`src/rtl/load_store_unit_pkg.sv`:
```
// Shared definitions for the load/store unit: data widths, the RISC-V memory
// funct3 encodings, FSM states, error codes, the latched request payload and
// small helpers for error classification and store lane packing.
package load_store_unit_pkg;

  localparam int unsigned REGISTER_WIDTH = 32;
  localparam int unsigned BYTE_WIDTH     = 8;
  localparam int unsigned BYTES_PER_WORD = REGISTER_WIDTH / BYTE_WIDTH;
  localparam int unsigned HALF_WIDTH     = 2 * BYTE_WIDTH;
  localparam int unsigned FUNCT3_WIDTH   = 3;
  localparam int unsigned REG_IDX_WIDTH  = 5;
  localparam int unsigned ERROR_WIDTH    = 2;

  // Loads and stores share the low two bits for access size; bit 2 selects
  // zero extension for loads and is never legal for stores.
  typedef enum logic [FUNCT3_WIDTH-1:0] {
    F3_B  = 3'b000,
    F3_H  = 3'b001,
    F3_W  = 3'b010,
    F3_BU = 3'b100,
    F3_HU = 3'b101
  } mem_funct3_t;

  typedef enum logic [1:0] {
    ST_IDLE   = 2'd0,
    ST_ACCESS = 2'd1,
    ST_RESP   = 2'd2
  } lsu_state_t;

  typedef enum logic [ERROR_WIDTH-1:0] {
    ERR_NONE       = 2'd0,
    ERR_MISALIGNED = 2'd1,
    ERR_ILLEGAL    = 2'd2
  } lsu_error_t;

  // Request fields that must survive past the accept edge.
  typedef struct packed {
    logic [REGISTER_WIDTH-1:0] addr;
    logic [FUNCT3_WIDTH-1:0]   funct3;
    logic                      is_store;
    logic [REG_IDX_WIDTH-1:0]  rd;
  } lsu_req_t;

  // Illegal encodings win over misalignment.
  function automatic lsu_error_t lsu_check(input logic                    is_store,
                                           input logic [FUNCT3_WIDTH-1:0] funct3,
                                           input logic [1:0]              addr_lo);
    logic illegal;
    logic misaligned;
    if (is_store) begin
      illegal = (funct3 >= 3'b011);
    end else begin
      illegal = (funct3 == 3'b011) || (funct3 == 3'b110) || (funct3 == 3'b111);
    end
    case (funct3[1:0])
      2'b01:   misaligned = addr_lo[0];
      2'b10:   misaligned = (addr_lo != 2'b00);
      default: misaligned = 1'b0;
    endcase
    if (illegal) begin
      lsu_check = ERR_ILLEGAL;
    end else if (misaligned) begin
      lsu_check = ERR_MISALIGNED;
    end else begin
      lsu_check = ERR_NONE;
    end
  endfunction

  function automatic logic [BYTES_PER_WORD-1:0] store_byte_enable(input logic [1:0] size);
    case (size)
      2'b00:   store_byte_enable = 4'b0001;
      2'b01:   store_byte_enable = 4'b0011;
      default: store_byte_enable = 4'b1111;
    endcase
  endfunction

  // Store data sits in the low lanes; unused upper lanes are forced to zero.
  function automatic logic [REGISTER_WIDTH-1:0] store_lane_data(input logic [1:0]                size,
                                                                input logic [REGISTER_WIDTH-1:0] data);
    case (size)
      2'b00:   store_lane_data = {(REGISTER_WIDTH-BYTE_WIDTH)'(0), data[BYTE_WIDTH-1:0]};
      2'b01:   store_lane_data = {(REGISTER_WIDTH-HALF_WIDTH)'(0), data[HALF_WIDTH-1:0]};
      default: store_lane_data = data;
    endcase
  endfunction

endpackage

```
`src/rtl/lsu_load_extend.sv`:
```
// Combinational load-data extension.
//   funct3_i : load funct3 (LB/LH/LW/LBU/LHU)
//   raw_i    : raw SRAM word, lane i = byte at address+i
//   data_o   : sign/zero-extended result (raw word for LW or unknown codes)
module lsu_load_extend
  import load_store_unit_pkg::*;
(
  input  logic [FUNCT3_WIDTH-1:0]   funct3_i,
  input  logic [REGISTER_WIDTH-1:0] raw_i,
  output logic [REGISTER_WIDTH-1:0] data_o
);

  always_comb begin
    data_o = raw_i;
    case (mem_funct3_t'(funct3_i))
      F3_B:    data_o = {{(REGISTER_WIDTH-BYTE_WIDTH){raw_i[BYTE_WIDTH-1]}}, raw_i[BYTE_WIDTH-1:0]};
      F3_H:    data_o = {{(REGISTER_WIDTH-HALF_WIDTH){raw_i[HALF_WIDTH-1]}}, raw_i[HALF_WIDTH-1:0]};
      F3_BU:   data_o = {(REGISTER_WIDTH-BYTE_WIDTH)'(0), raw_i[BYTE_WIDTH-1:0]};
      F3_HU:   data_o = {(REGISTER_WIDTH-HALF_WIDTH)'(0), raw_i[HALF_WIDTH-1:0]};
      default: data_o = raw_i;
    endcase
  end

endmodule

```
`src/rtl/load_store_unit.sv`:
```
// Single-outstanding load/store unit between execute and writeback.
// Ports:
//   clk, rst                 : clock, async active-low reset
//   req_*                    : request from execute (valid/ready handshake)
//   mem_*                    : SRAM data port (combinational read, one-cycle write)
//   resp_*                   : response to writeback (valid/ready handshake)
// Flow: IDLE accepts, ACCESS drives the SRAM for one cycle, RESP holds the
// result until taken. Faulting requests jump straight to RESP.
module load_store_unit
  import load_store_unit_pkg::*;
(
  input  logic                      clk,
  input  logic                      rst,
  input  logic                      req_valid,
  output logic                      req_ready,
  input  logic                      req_is_store,
  input  logic [FUNCT3_WIDTH-1:0]   req_funct3,
  input  logic [REGISTER_WIDTH-1:0] req_base,
  input  logic [REGISTER_WIDTH-1:0] req_offset,
  input  logic [REGISTER_WIDTH-1:0] req_store_data,
  input  logic [REG_IDX_WIDTH-1:0]  req_rd,
  output logic                      mem_write_en,
  output logic [REGISTER_WIDTH-1:0] mem_address,
  output logic [REGISTER_WIDTH-1:0] mem_write_data,
  output logic [BYTES_PER_WORD-1:0] mem_byte_enable,
  input  logic [REGISTER_WIDTH-1:0] mem_read_data,
  output logic                      resp_valid,
  input  logic                      resp_ready,
  output logic [REG_IDX_WIDTH-1:0]  resp_rd,
  output logic [REGISTER_WIDTH-1:0] resp_data,
  output logic [ERROR_WIDTH-1:0]    resp_error,
  output logic [REGISTER_WIDTH-1:0] resp_addr
);

  lsu_state_t                state_q, state_d;
  lsu_req_t                  req_q, req_d;
  logic                      req_ready_q, req_ready_d;
  logic                      mem_we_q, mem_we_d;
  logic [REGISTER_WIDTH-1:0] mem_addr_q, mem_addr_d;
  logic [REGISTER_WIDTH-1:0] mem_wdata_q, mem_wdata_d;
  logic [BYTES_PER_WORD-1:0] mem_be_q, mem_be_d;
  logic                      resp_valid_q, resp_valid_d;
  logic [REG_IDX_WIDTH-1:0]  resp_rd_q, resp_rd_d;
  logic [REGISTER_WIDTH-1:0] resp_data_q, resp_data_d;
  lsu_error_t                resp_error_q, resp_error_d;
  logic [REGISTER_WIDTH-1:0] resp_addr_q, resp_addr_d;

  logic [REGISTER_WIDTH-1:0] eff_addr_c;
  lsu_error_t                accept_err_c;
  logic [REGISTER_WIDTH-1:0] load_ext_c;

  // Effective address wraps modulo 2^32 by construction.
  assign eff_addr_c   = req_base + req_offset;
  assign accept_err_c = lsu_check(req_is_store, req_funct3, eff_addr_c[1:0]);

  // Extension runs on the latched funct3 against the live SRAM read in ACCESS.
  lsu_load_extend u_load_extend (
    .funct3_i (req_q.funct3),
    .raw_i    (mem_read_data),
    .data_o   (load_ext_c)
  );

  // Next-state and next-output logic; write strobes default low so they can
  // only be high for the single cycle spent in ACCESS.
  always_comb begin
    state_d      = state_q;
    req_d        = req_q;
    mem_we_d     = 1'b0;
    mem_be_d     = '0;
    mem_wdata_d  = '0;
    mem_addr_d   = mem_addr_q;
    resp_valid_d = resp_valid_q;
    resp_rd_d    = resp_rd_q;
    resp_data_d  = resp_data_q;
    resp_error_d = resp_error_q;
    resp_addr_d  = resp_addr_q;

    case (state_q)
      ST_IDLE: begin
        if (req_valid && req_ready_q) begin
          req_d.addr     = eff_addr_c;
          req_d.funct3   = req_funct3;
          req_d.is_store = req_is_store;
          req_d.rd       = req_rd;
          if (accept_err_c != ERR_NONE) begin
            state_d      = ST_RESP;
            resp_valid_d = 1'b1;
            resp_error_d = accept_err_c;
            resp_rd_d    = '0;
            resp_data_d  = '0;
            resp_addr_d  = eff_addr_c;
          end else begin
            state_d    = ST_ACCESS;
            mem_addr_d = eff_addr_c;
            if (req_is_store) begin
              mem_we_d    = 1'b1;
              mem_be_d    = store_byte_enable(req_funct3[1:0]);
              mem_wdata_d = store_lane_data(req_funct3[1:0], req_store_data);
            end
          end
        end
      end

      ST_ACCESS: begin
        state_d      = ST_RESP;
        resp_valid_d = 1'b1;
        resp_error_d = ERR_NONE;
        resp_addr_d  = req_q.addr;
        resp_rd_d    = req_q.is_store ? '0 : req_q.rd;
        resp_data_d  = req_q.is_store ? '0 : load_ext_c;
      end

      ST_RESP: begin
        if (resp_ready) begin
          state_d      = ST_IDLE;
          resp_valid_d = 1'b0;
        end
      end

      default: begin
        state_d      = ST_IDLE;
        resp_valid_d = 1'b0;
      end
    endcase

    req_ready_d = (state_d == ST_IDLE);
  end

  // State and registered outputs; reset kills any in-flight access at once.
  always_ff @(posedge clk or negedge rst) begin
    if (!rst) begin
      state_q      <= ST_IDLE;
      req_q        <= '0;
      req_ready_q  <= 1'b1;
      mem_we_q     <= 1'b0;
      mem_addr_q   <= '0;
      mem_wdata_q  <= '0;
      mem_be_q     <= '0;
      resp_valid_q <= 1'b0;
      resp_rd_q    <= '0;
      resp_data_q  <= '0;
      resp_error_q <= ERR_NONE;
      resp_addr_q  <= '0;
    end else begin
      state_q      <= state_d;
      req_q        <= req_d;
      req_ready_q  <= req_ready_d;
      mem_we_q     <= mem_we_d;
      mem_addr_q   <= mem_addr_d;
      mem_wdata_q  <= mem_wdata_d;
      mem_be_q     <= mem_be_d;
      resp_valid_q <= resp_valid_d;
      resp_rd_q    <= resp_rd_d;
      resp_data_q  <= resp_data_d;
      resp_error_q <= resp_error_d;
      resp_addr_q  <= resp_addr_d;
    end
  end

  assign req_ready       = req_ready_q;
  assign mem_write_en    = mem_we_q;
  assign mem_address     = mem_addr_q;
  assign mem_write_data  = mem_wdata_q;
  assign mem_byte_enable = mem_be_q;
  assign resp_valid      = resp_valid_q;
  assign resp_rd         = resp_rd_q;
  assign resp_data       = resp_data_q;
  assign resp_error      = resp_error_q;
  assign resp_addr       = resp_addr_q;

endmodule

```
`config.mk`:
```
export PLATFORM = sky130hd
export DESIGN_NAME = load_store_unit
export DESIGN_NICKNAME = d
export VERILOG_FILES = /design/src/rtl/load_store_unit_pkg.sv /design/src/rtl/lsu_load_extend.sv /design/src/rtl/load_store_unit.sv
export SDC_FILE = /design/constraint.sdc
export NUM_CORES = 1
export LEC_CHECK = 0
export ABC_AREA = 1
export BUFFER_PORTS_ARGS = -buffer_cell sky130_fd_sc_hd__buf_2
export CORE_MARGIN = 3
export CORE_UTILIZATION = 29
export DETAILED_ROUTE_END_ITERATION = 6
export GPL_ROUTABILITY_DRIVEN = 0
export GPL_TIMING_DRIVEN = 0
export PLACE_DENSITY = 0.51
export SLEW_MARGIN = 20
export SYNTH_ARGS = -nofsm -noshare
export SYNTH_HDL_FRONTEND = slang
export SYNTH_SLANG_ARGS = --single-unit
```
`constraint.sdc`:
```
create_clock -name clk -period 3.8 [get_ports clk]
set_clock_uncertainty 0.2 [all_clocks]
set_input_delay 0.19 -clock clk [delete_from_list [all_inputs] [get_ports clk]]
set_output_delay 0.19 -clock clk [all_outputs]
set_load 0.01 [all_outputs]
```
Word-level counts from Yosys, hierarchy flattened
Index checks and enable logic that the tools add are counted.
W data, S select, Z words.
{"block": "totals", "out_inout_bits": 142, "input_bits": 141, "ff_bits": 185}
{"block": "classes", "addsub": 1, "n_eq_ne": 13, "reduce_logical": 14, "order_cmp": 1, "bitwise_logic": 1, "mux": 41}
{"cell": "$mux W32", "n": 9}
{"cell": "$pmux W32 S2", "n": 3}
{"cell": "$pmux W32 S4", "n": 1}
{"cell": "$add A32 B32 Y32", "n": 1}
{"cell": "$mux W4", "n": 4}
{"cell": "$mux W5", "n": 3}
{"cell": "$eq A3 B3 Y1 const B", "n": 4}
{"cell": "$mux W2", "n": 6}
{"cell": "$pmux W5 S2", "n": 1}
{"cell": "$mux W1", "n": 9}
{"cell": "$reduce_and A3 Y1", "n": 3}
{"cell": "$pmux W4 S2", "n": 1}
{"cell": "$logic_not A2 Y1", "n": 3}
{"cell": "$ne A2 B2 Y1 const B", "n": 3}
{"cell": "$pmux W2 S3", "n": 1}
{"cell": "$reduce_bool A2 Y1", "n": 3}
{"cell": "$eq A2 B1 Y1 const B", "n": 2}
{"cell": "$eq A2 B2 Y1 const B", "n": 2}
{"cell": "$pmux W2 S2", "n": 1}
{"cell": "$eq A3 B1 Y1 const B", "n": 1}
{"cell": "$eq A3 B2 Y1 const B", "n": 1}
{"cell": "$ge A3 B2 Y1 const B", "n": 1}
{"cell": "$logic_not A3 Y1", "n": 1}
{"cell": "$pmux W1 S3", "n": 1}
{"cell": "other kinds (5)", "n": 6}

Logic depth before layout (Yosys ltp)
Gate-level depths: netlist of run 1.
{"block": "depth", "depth_word": 10, "mapped_depth": 14}

Modules after synthesis
From an unflattened synthesis of run 1, not the netlist that was laid out.
{"block": "unflattened", "cells_unflattened": 1313, "area_unflattened_um2": 9947.0}
{"module": "load_store_unit", "instances": 1, "area_per_inst_um2": 9557.9, "cells_per_inst": 1243}
{"module": "lsu_load_extend", "instances": 1, "area_per_inst_um2": 389.1, "cells_per_inst": 70}

Worst setup path after synthesis of run 1
Ideal clock, no wire load.
{"block": "synth_path", "kind": "input to register", "from": "input port req_base[0]", "to": "register mem_wdata_q[22], in the netlist mem_write_data[22]", "setup_slack_ps": 1534, "path_stages": 14, "t_required_ps": 3531, "t_arrival_ps": 1997, "cell_sequence": "ha_1 fa_1 a21oi_1 nor2_1 inv_1 nand3_2 nor2_8 inv_4 nor2_8 inv_2 nor2_4 nand2_4 buf_6 nor2_2"}
{"block": "synth_via", "elab_chain_len": 9}
{"item": "start: declaration", "line": "load_store_unit.sv:18", "rtl": "input logic [REGISTER_WIDTH-1:0] req_base,"}
{"item": "$add A32 B32 Y32", "line": "load_store_unit.sv:53", "rtl": "assign eff_addr_c = req_base + req_offset;"}
{"item": "net eff_addr_c[1]", "line": "load_store_unit.sv:48", "rtl": "logic [REGISTER_WIDTH-1:0] eff_addr_c;"}
{"item": "$reduce_bool A2 Y1", "line": "load_store_unit_pkg.sv:57", "rtl": "2'b10: misaligned = (addr_lo != 2'b00);"}
{"item": "$pmux W1 S2", "line": "load_store_unit_pkg.sv:55", "rtl": "case (funct3[1:0])"}
{"item": "$mux W1", "line": "load_store_unit_pkg.sv:62", "rtl": "end else if (misaligned) begin"}
{"item": "$mux W2", "line": "load_store_unit_pkg.sv:60", "rtl": "if (illegal) begin"}
{"item": "$reduce_bool A2 Y1", "line": "load_store_unit.sv:85", "rtl": "if (accept_err_c != ERR_NONE) begin"}
{"item": "$mux W32", "line": "load_store_unit.sv:85"}
{"item": "$mux W32", "line": "load_store_unit.sv:80", "rtl": "if (req_valid && req_ready_q) begin"}
{"item": "$mux W32", "line": "load_store_unit.sv:78", "rtl": "case (state_q)"}
{"item": "net mem_wdata_d[22]", "line": "load_store_unit.sv:40", "rtl": "logic [REGISTER_WIDTH-1:0] mem_wdata_q, mem_wdata_d;"}
{"item": "end signal: assignment", "line": "load_store_unit.sv:150", "rtl": "mem_wdata_q <= mem_wdata_d;"}
{"item": "end: declaration", "line": "load_store_unit.sv:40"}
The timed path passes the listed nets, and every way through them passes these cells.
A chain may end at the register's enable or synchronous reset.

Final worst setup path of run 1
{"block": "layout_path", "from": "input port req_funct3[0]", "to": "register resp_addr_q[23], in the netlist resp_addr[23]"}
{"block": "layout_via", "elab_chain_len": 8, "word_cells_on_any_way": 15, "classes_between": "order compare: 1; eq/ne: 6; mux: 4; reduce/logical: 4"}
{"item": "start: declaration", "line": "load_store_unit.sv:17", "rtl": "input logic [FUNCT3_WIDTH-1:0] req_funct3,"}
{"item": "parallel branches: the longest is 4 deep, another holds $ge A3 B2 Y1"}
{"item": "$mux W2 (*)", "line": "load_store_unit_pkg.sv:60"}
{"item": "$reduce_bool A2 Y1 (*)", "line": "load_store_unit.sv:85"}
{"item": "$ne A2 B2 Y1 (no source line) (*)"}
{"item": "$reduce_and A3 Y1 (no source line) (*)"}
{"item": "end signal: assignment", "line": "load_store_unit.sv:156", "rtl": "resp_addr_q <= resp_addr_d;"}
{"item": "end: declaration", "line": "load_store_unit.sv:46", "rtl": "logic [REGISTER_WIDTH-1:0] resp_addr_q, resp_addr_d;"}
Mark *: on every way between the ends.

==> results of run 1 <==
## state kept, by name (all words and copies together), names as in the netlist
name and cells:
resp_error 2, req_q 41, resp_addr 32, resp_valid 1
resp_rd 5, state_q 2, resp_data 32, req_ready 1
mem_address 32, mem_write_data 32, mem_byte_enable 3
## repair_timing
item | CTS | global route
resized for setup | 0 | 0
hold buffers | 75 | 0
endpoints found under the hold margin | 167 | 0
setup buffers | 0 | 0
## kinds of logic (layout without fill, tap and decap cells)
logic type	count (synthesis)	after routing	share of synthesized area (%)
buf+inv	213	602	8.61
compound gates	140	140	8.54
simple gates	700	700	29.4
fa+ha+maj	36	36	4.73
flops	183	183	47.3
xor+xnor	16	16	1.45
## metal layers
| metal | vias to the layer above | wire [um] |
|---|---|---|
| met3 | 28 | 2020 |
| met5 | - | 0 |
| met1 | 4343 | 15300 |
| met4 | 0 | 534 |
| li1 | 4764 | - |
| met2 | 297 | 16100 |
## layout make-up
cell class	count	area, um2	area share (%)
repair buffers	358	2200	16.9
plain buffers	40	180	1.39
well taps	442	553	4.26
multi-input cells	892	4270	32.9
clock inverters	14	126	0.973
clock buffers	17	425	3.27
flip-flops and latches	183	4580	35.3
inverters	173	654	5.04
## worst paths after layout
path	to	slack, ps	cells after the start	start
max	resp_addr[23]$_DFFE_PN0P_	1090	14	req_funct3[0]
max in group asynchronous	req_ready$_DFF_PN1_	2300	3	rst
max reg2reg	resp_addr[3]$_DFFE_PN0P_	1110	7	state_q[0]$_DFF_PN0_
min in group asynchronous	mem_byte_enable[0]$_DFF_PN0_	140	2	rst
min reg2reg	req_q[1]$_DFFE_PN0P_	270	2	req_q[1]$_DFFE_PN0P_
min	mem_address[0]$_DFFE_PN0P_	40	4	req_offset[0]
## through the flow
| stage | setup TNS [ps] | total power, W |
|---|---|---|
| floorplan | 0 | 0.00461 |
| global placement | -150730 | 0.00589 |
| detailed placement | 0 | 0.00594 |
| CTS | 0 | 0.00774 |
| global route | 0 | 0.00822 |
| finish | 0 | 0.00761 |
## power groups by stage
| stage | Combinational (W) | Clock (W) | Sequential, W |
|---|---|---|---|
| 3_5_place_dp | 0.00295 | 0 | 0.00299 |
| 3_3_place_gp | 0.00291 | 0 | 0.00298 |
| 5_1_grt | 0.00334 | 0.00184 | 0.00304 |
| 6_report | 0.00295 | 0.00171 | 0.00296 |
| 2_1_floorplan | 0.00147 | 0 | 0.00314 |
| 4_1_cts | 0.00302 | 0.00175 | 0.00296 |
## cells in the final DEF, fill, tap and decap left out, types with 23 or more instances in the layout
cell,n
o21ai_0,78
clkbuf_1,26
a21oi_1,23
ha_1,35
nor2_1,105
buf_2,290
nand2_1,485
inv_1,168
dfrtp_1,182
nand3_1,81
dlygate4sd3_1,75
## worst max-delay path: stages
cell	delay [ps]
dlygate4sd3_1	540
buf_2	150
inv_1	80
ha_1	230
o21a_1	190
nor2_1	140
nand3_2	200
nand2_1	100
nand2_1	60
nand2_1	210
buf_4	270
buf_2	330
nand2_1	90
nand2_1	80
==> metrics, run 1 <==
syn avg cell area=7.52 um2; max_cap viols=0; Critical Path Fanout Max=10; Mapped Cells=1288; clock buffer depth=2; ANT nets after route=0; Worst Tran Pin Value=750 ps; M3 GR Usage=3.52%; height of the die=189 um; Synth top area share=47.0%; share of cells above drive strength 1=20.9%; hpwl dp=26300 um; Initial Util=29.6%; largest area contributor in the netlist=dfrtp_1; combinational power share=38.7%; Rows=66; die width=189 um; initial antenna violation count=0; Vias=9432; H-tree depth reported by CTS=4; synthesized area=9690 um2; drt pass-1 iters=5; vias in the first global route=9316; Post-Place Worst Slack=670 ps; hold slack=37.9 ps; GR Util met2=32.5%; sw frac=40.2%; Pint=0.00455 W; count leader, synth=nand2_1; Setup Crit Path Kind=in -> reg; fill count=3451; count of state elements after synthesis=183; ranking of synthesized cells by area=dfrtp_1, nand2_1, inv_1; global routing's busiest layer=met2; # IOs=283; vias per cell=4.45; grt ovf=0; Max Freq=370 MHz; core area=32700 um2; Critical Path RT=3980 ps; Die Footprint=35600 um2; CTS sink count=183; EDFF count, synth=0; Finished Layout Cells=2119; first-pass GRT wire length=52500 um; design area=13000 um2; Switch Pwr=0.00306 W; predominant post-synthesis flop cell=dfrtp_1; met1 global-route usage=24.7%; placed insts=2013; n_diodes=0; Slew Limit Fails=0; Final Util=39.7%; Clock Power Share=22.4%; # port buffers=282; clk root buf=clkbuf_16; Worst-Skew Late Latency=440 ps; Layout Nets=1842; worst rel slew slack=50.0%; synth warn=0; CTS tree=yes; sequential share of the synthesized area=47.3%; Startpoint Class=primary input; critical path capture point type=flip-flop; area delta synth->final=34.1%; WL/cell=16.0 um; clock-pin slew on the worst setup and hold paths=80 ps; RSZ-0062 raised after global routing=no; DP Area=11700 um2; 1st-iter DRT viols=418; TritonCTS buffer count=17; Final min period=2710 ps; crit path DAT=2890 ps; Post-synth ARST share=100%; hold crit path type=in -> reg; WL final=33900 um; Tot GR Track Use=19.0%; syn nets=1465; final worst setup slack=1090 ps; DRC=0; Hold Violations, Final=0; Commonest cells post-synth=nand2_1, dfrtp_1, inv_1; Setup Viol. Count Final=0; largest net degree at the start of global routing=94; Flop pwr share=38.9%; Cell Pwr Density=586 nW/um2; status=complete, no violations; Yosys cell types=37; VDD IR-drop max=0.290 mV; Tcrit/Tclk final=71.2%; Leak=7.58 nW
Power figures use the tool's default switching activity.
==> run 2: changes to the inputs <==
ABC_AREA = 0   (was 1)
PLACE_DENSITY = 0.52   (was 0.51)
clock period = 2.65 ns   (was 3.8 ns; I/O delays follow)
==> run 2 against run 1 <==
  * The flow now finishes with violations (negative hold slack)
  * Cell area down 7.1%
  * Cell count down 23%
  * Critical path depth down 3
  * Hold slack worse by 47 ps
  * Power up 44%
  * Combinational power up 37%
  * Critical path type unchanged
  * Largest cell class unchanged
==> metrics, run 2 <==
Vias=7818 (-17%); Most common cell on crit path=a21oi_1; ranking of synthesized cells by area=dfrtp_1, nand2_1, o21ai_0; Synth top area share=52.7% (+5.7 points); mux share of post-synthesis cell area=2.34% (+2.3 points); synthesized area=8650 um2 (-11%); largest area contributor in the netlist=dfrtp_1; TritonCTS buffer count=17 (unchanged); Tcrit/Tclk final=96.2%; syn avg cell area=10.1 um2 (+34%); max_cap viols=0 (unchanged); worst path cell trace=buf_2 -> ha_1 -> a21oi_1 -> nor4_1 -> a211oi_1 -> nor2_1 -> a2111oi_1 -> o41ai_2 -> xnor2_1 -> buf_4 -> a21oi_1; crit path DAT=2640 ps (-250 ps); n_diodes=0 (unchanged); WL/cell=18.3 um (+14%); vias in the first global route=7764 (-17%); initial antenna violation count=2 (+2); WL final=30000 um (-12%); Compound-Gate Fraction of Synth Area=19.1% (+11 points); predominant post-synthesis flop cell=dfrtp_1; # port buffers=282 (unchanged); H-tree depth reported by CTS=4 (unchanged); Commonest cells post-synth=dfrtp_1, nand2_1, o21ai_0; core area=29000 um2 (-11%); most common cell after layout, fill and taps aside=buf_2; Worst Tran Pin Value=744 ps (-6.15 ps); count leader, synth=dfrtp_1; largest net degree at the start of global routing=78 (-17%); Setup Viol. Count Final=0 (unchanged); Finished Layout Cells=1638 (-23%); DRC=0 (unchanged); status=finished, violations left; syn nets=1037 (-29%); max FFs per register=41 (unchanged); height of the die=179 um (-5.3%); Post-Place Worst Slack=-1570 ps (-2240 ps); clock buffer depth=2 (unchanged); drt pass-1 iters=5 (unchanged); Initial Util=29.8% (+0.18 points); Final min period=2550 ps; number of buffers and inverters on the critical path=2 (-3); hold crit path type=in -> async; Worst path slowest cell=a2111oi_1; Die Footprint=31900 um2 (-10%); Tot GR Track Use=18.3% (-0.63 points); cell family with most CP delay=compound AO/OA/AOI/OAI gates; Mapped Cells=860 (-33%); post-synthesis adder-cell area fraction=5.30% (+0.57 points); EDFF count, synth=0 (unchanged); Largest Register=req_q; CTS tree=yes; Cell Pwr Density=907 nW/um2 (+55%); Worst-Skew Late Latency=430 ps (about the same); Setup Crit Path Kind=in -> reg; Hold Violations, Final=4 (+4); CTS sink count=183 (unchanged); hold slack=-8.86 ps (-46.7 ps); failing checks=negative hold slack; post-synthesis simple-gate area fraction=14.6% (-15 points); Critical Path Fanout Max=7 (-3); die width=179 um (-5.3%); area of the multi-input gates=3910 um2 (-8.6%); sequential cell area=4580 um2 (unchanged); clk root buf=clkbuf_16; Slew Limit Fails=0 (unchanged); Critical Path RT=2740 ps (-1240 ps); worst rel slew slack=49.1% (-0.87 points); Rows=62 (-6.1%); Post-synth ARST share=100% (unchanged); Max Freq=392 MHz; Layout Nets=1418 (-23%); Yosys cell types=63 (+70%); Startpoint Class=primary input; Synth Area in XOR/XNOR=2.73% (+1.3 points); vias per cell=4.77 (+7.2%); synth warn=0 (unchanged); VDD IR-drop max=0.406 mV (+40%); # IOs=283 (unchanged); main combinational cell family by area after synthesis=compound AO/OA/AOI/OAI gates; final worst setup slack=101 ps (-993 ps); 1st-iter DRT viols=346 (-17%); sequential share of the synthesized area=53.0% (+5.7 points); fill count=2859 (-17%); share of cells above drive strength 1=30.2% (+9.4 points); Leak=6.14 nW (-19%); hpwl dp=22900 um (-13%); area delta synth->final=39.6%; grt ovf=0 (unchanged); clock-pin slew on the worst setup and hold paths=80 ps (about the same); first-pass GRT wire length=44600 um (-15%); critical path capture point type=flip-flop; most frequent cells in the layout=buf_2, dfrtp_1, nand2_1; count of state elements after synthesis=183 (unchanged); Max stage delay on crit path=580 ps (+40 ps); ANT nets after route=0 (unchanged); placed insts=1528 (-24%)
[run 2: changes by cell type in the layout (fill, tap and decap cells not counted), sizes merged, moves of 20 or more]
| cell | before | now |
|---|---|---|
| inv | 177 | 23 |
| nand3 | 82 | 13 |
| nand2 | 486 | 146 |
| and2 | 2 | 26 |
| a21o | 1 | 21 |
| o21ai | 79 | 106 |
| nor2 | 119 | 26 |
[run 2: what timing repair did]
item,in CTS,in global routing
endpoints found under the hold margin,256,0
setup buffers,4,3
endpoints found under the setup margin,132,68
hold buffers,74,0
pin swaps,5,2
gates resized for setup,15,21
[run 2: final timing paths]
path / startpoint / end / slack, ps / cells after the start
min: rst / mem_write_data[25]$_DFF_PN0_ / -9 / 2
max in group asynchronous: rst / req_ready$_DFF_PN1_ / 1500 / 3
min in group clk: req_is_store / resp_error[1]$_DFFE_PN0P_ / 10 / 5
min reg2reg: resp_error[1]$_DFFE_PN0P_ / resp_error[1]$_DFFE_PN0P_ / 270 / 2
max reg2reg: req_q[7]$_DFFE_PN0P_ / resp_data[22]$_DFFE_PN0P_ / 180 / 6
max: req_base[16] / resp_addr[29]$_DFFE_PN0P_ / 100 / 11
[run 2: metal layers]
layer / global-route usage [%] / up-vias / part of all wire [%]
li1: - / 3795 / -
met1: 23.6 / 3726 / 44
met2: 30.8 / 268 / 47
met3: 5.00 / 25 / 8.2
met4: 4.19 / 4 / 1.3
met5: 0 / - / 0.11
[run 2: power breakdown]
| part | leakage, nW | switching (W) | internal (W) | total, W |
|---|---|---|---|---|
| clock network | 0.281 | 0.00122 | 0.00127 | 0.00249 |
| registers | 2.36 | 0.000558 | 0.00384 | 0.00440 |
| logic | 3.51 | 0.00239 | 0.00166 | 0.00405 |
[run 2: area by class of cell]
| cell class | count | area share (%) |
|---|---|---|
| multi-input cells | 613 | 32.4 |
| well taps | 384 | 3.98 |
| clock inverters | 14 | 1.08 |
| flip-flops and latches | 183 | 37.9 |
| plain buffers | 45 | 1.70 |
| inverters | 16 | 0.498 |
| repair buffers | 365 | 18.8 |
| clock buffers | 18 | 3.64 |
[run 2: cells by family (layout without fill, tap and decap cells)]
kind of cell,after synthesis,count (layout)
flops,183,183
compound gates,260,260
xor+xnor,27,27
fa+ha+maj,36,36
mux,18,18
simple gates,272,272
buf+inv,64,458
[run 2: through the flow]
stage | total power, W | util, % | hold WS, ps | cell area (um2) | TNS (ps)
2_1_floorplan | 0.00654 | - | -363 | 8650 | 0
3_3_place_gp | 0.00834 | 36.3 | 139 | 10500 | -471330
3_5_place_dp | 0.00841 | 36.6 | -126 | 10600 | -124790
4_1_cts | 0.0111 | 41.3 | 2.99 | 12000 | 0
5_1_grt | 0.0117 | 41.6 | 17.6 | 12100 | -94.8
6_report | 0.0109 | 41.6 | -8.86 | 12100 | 0
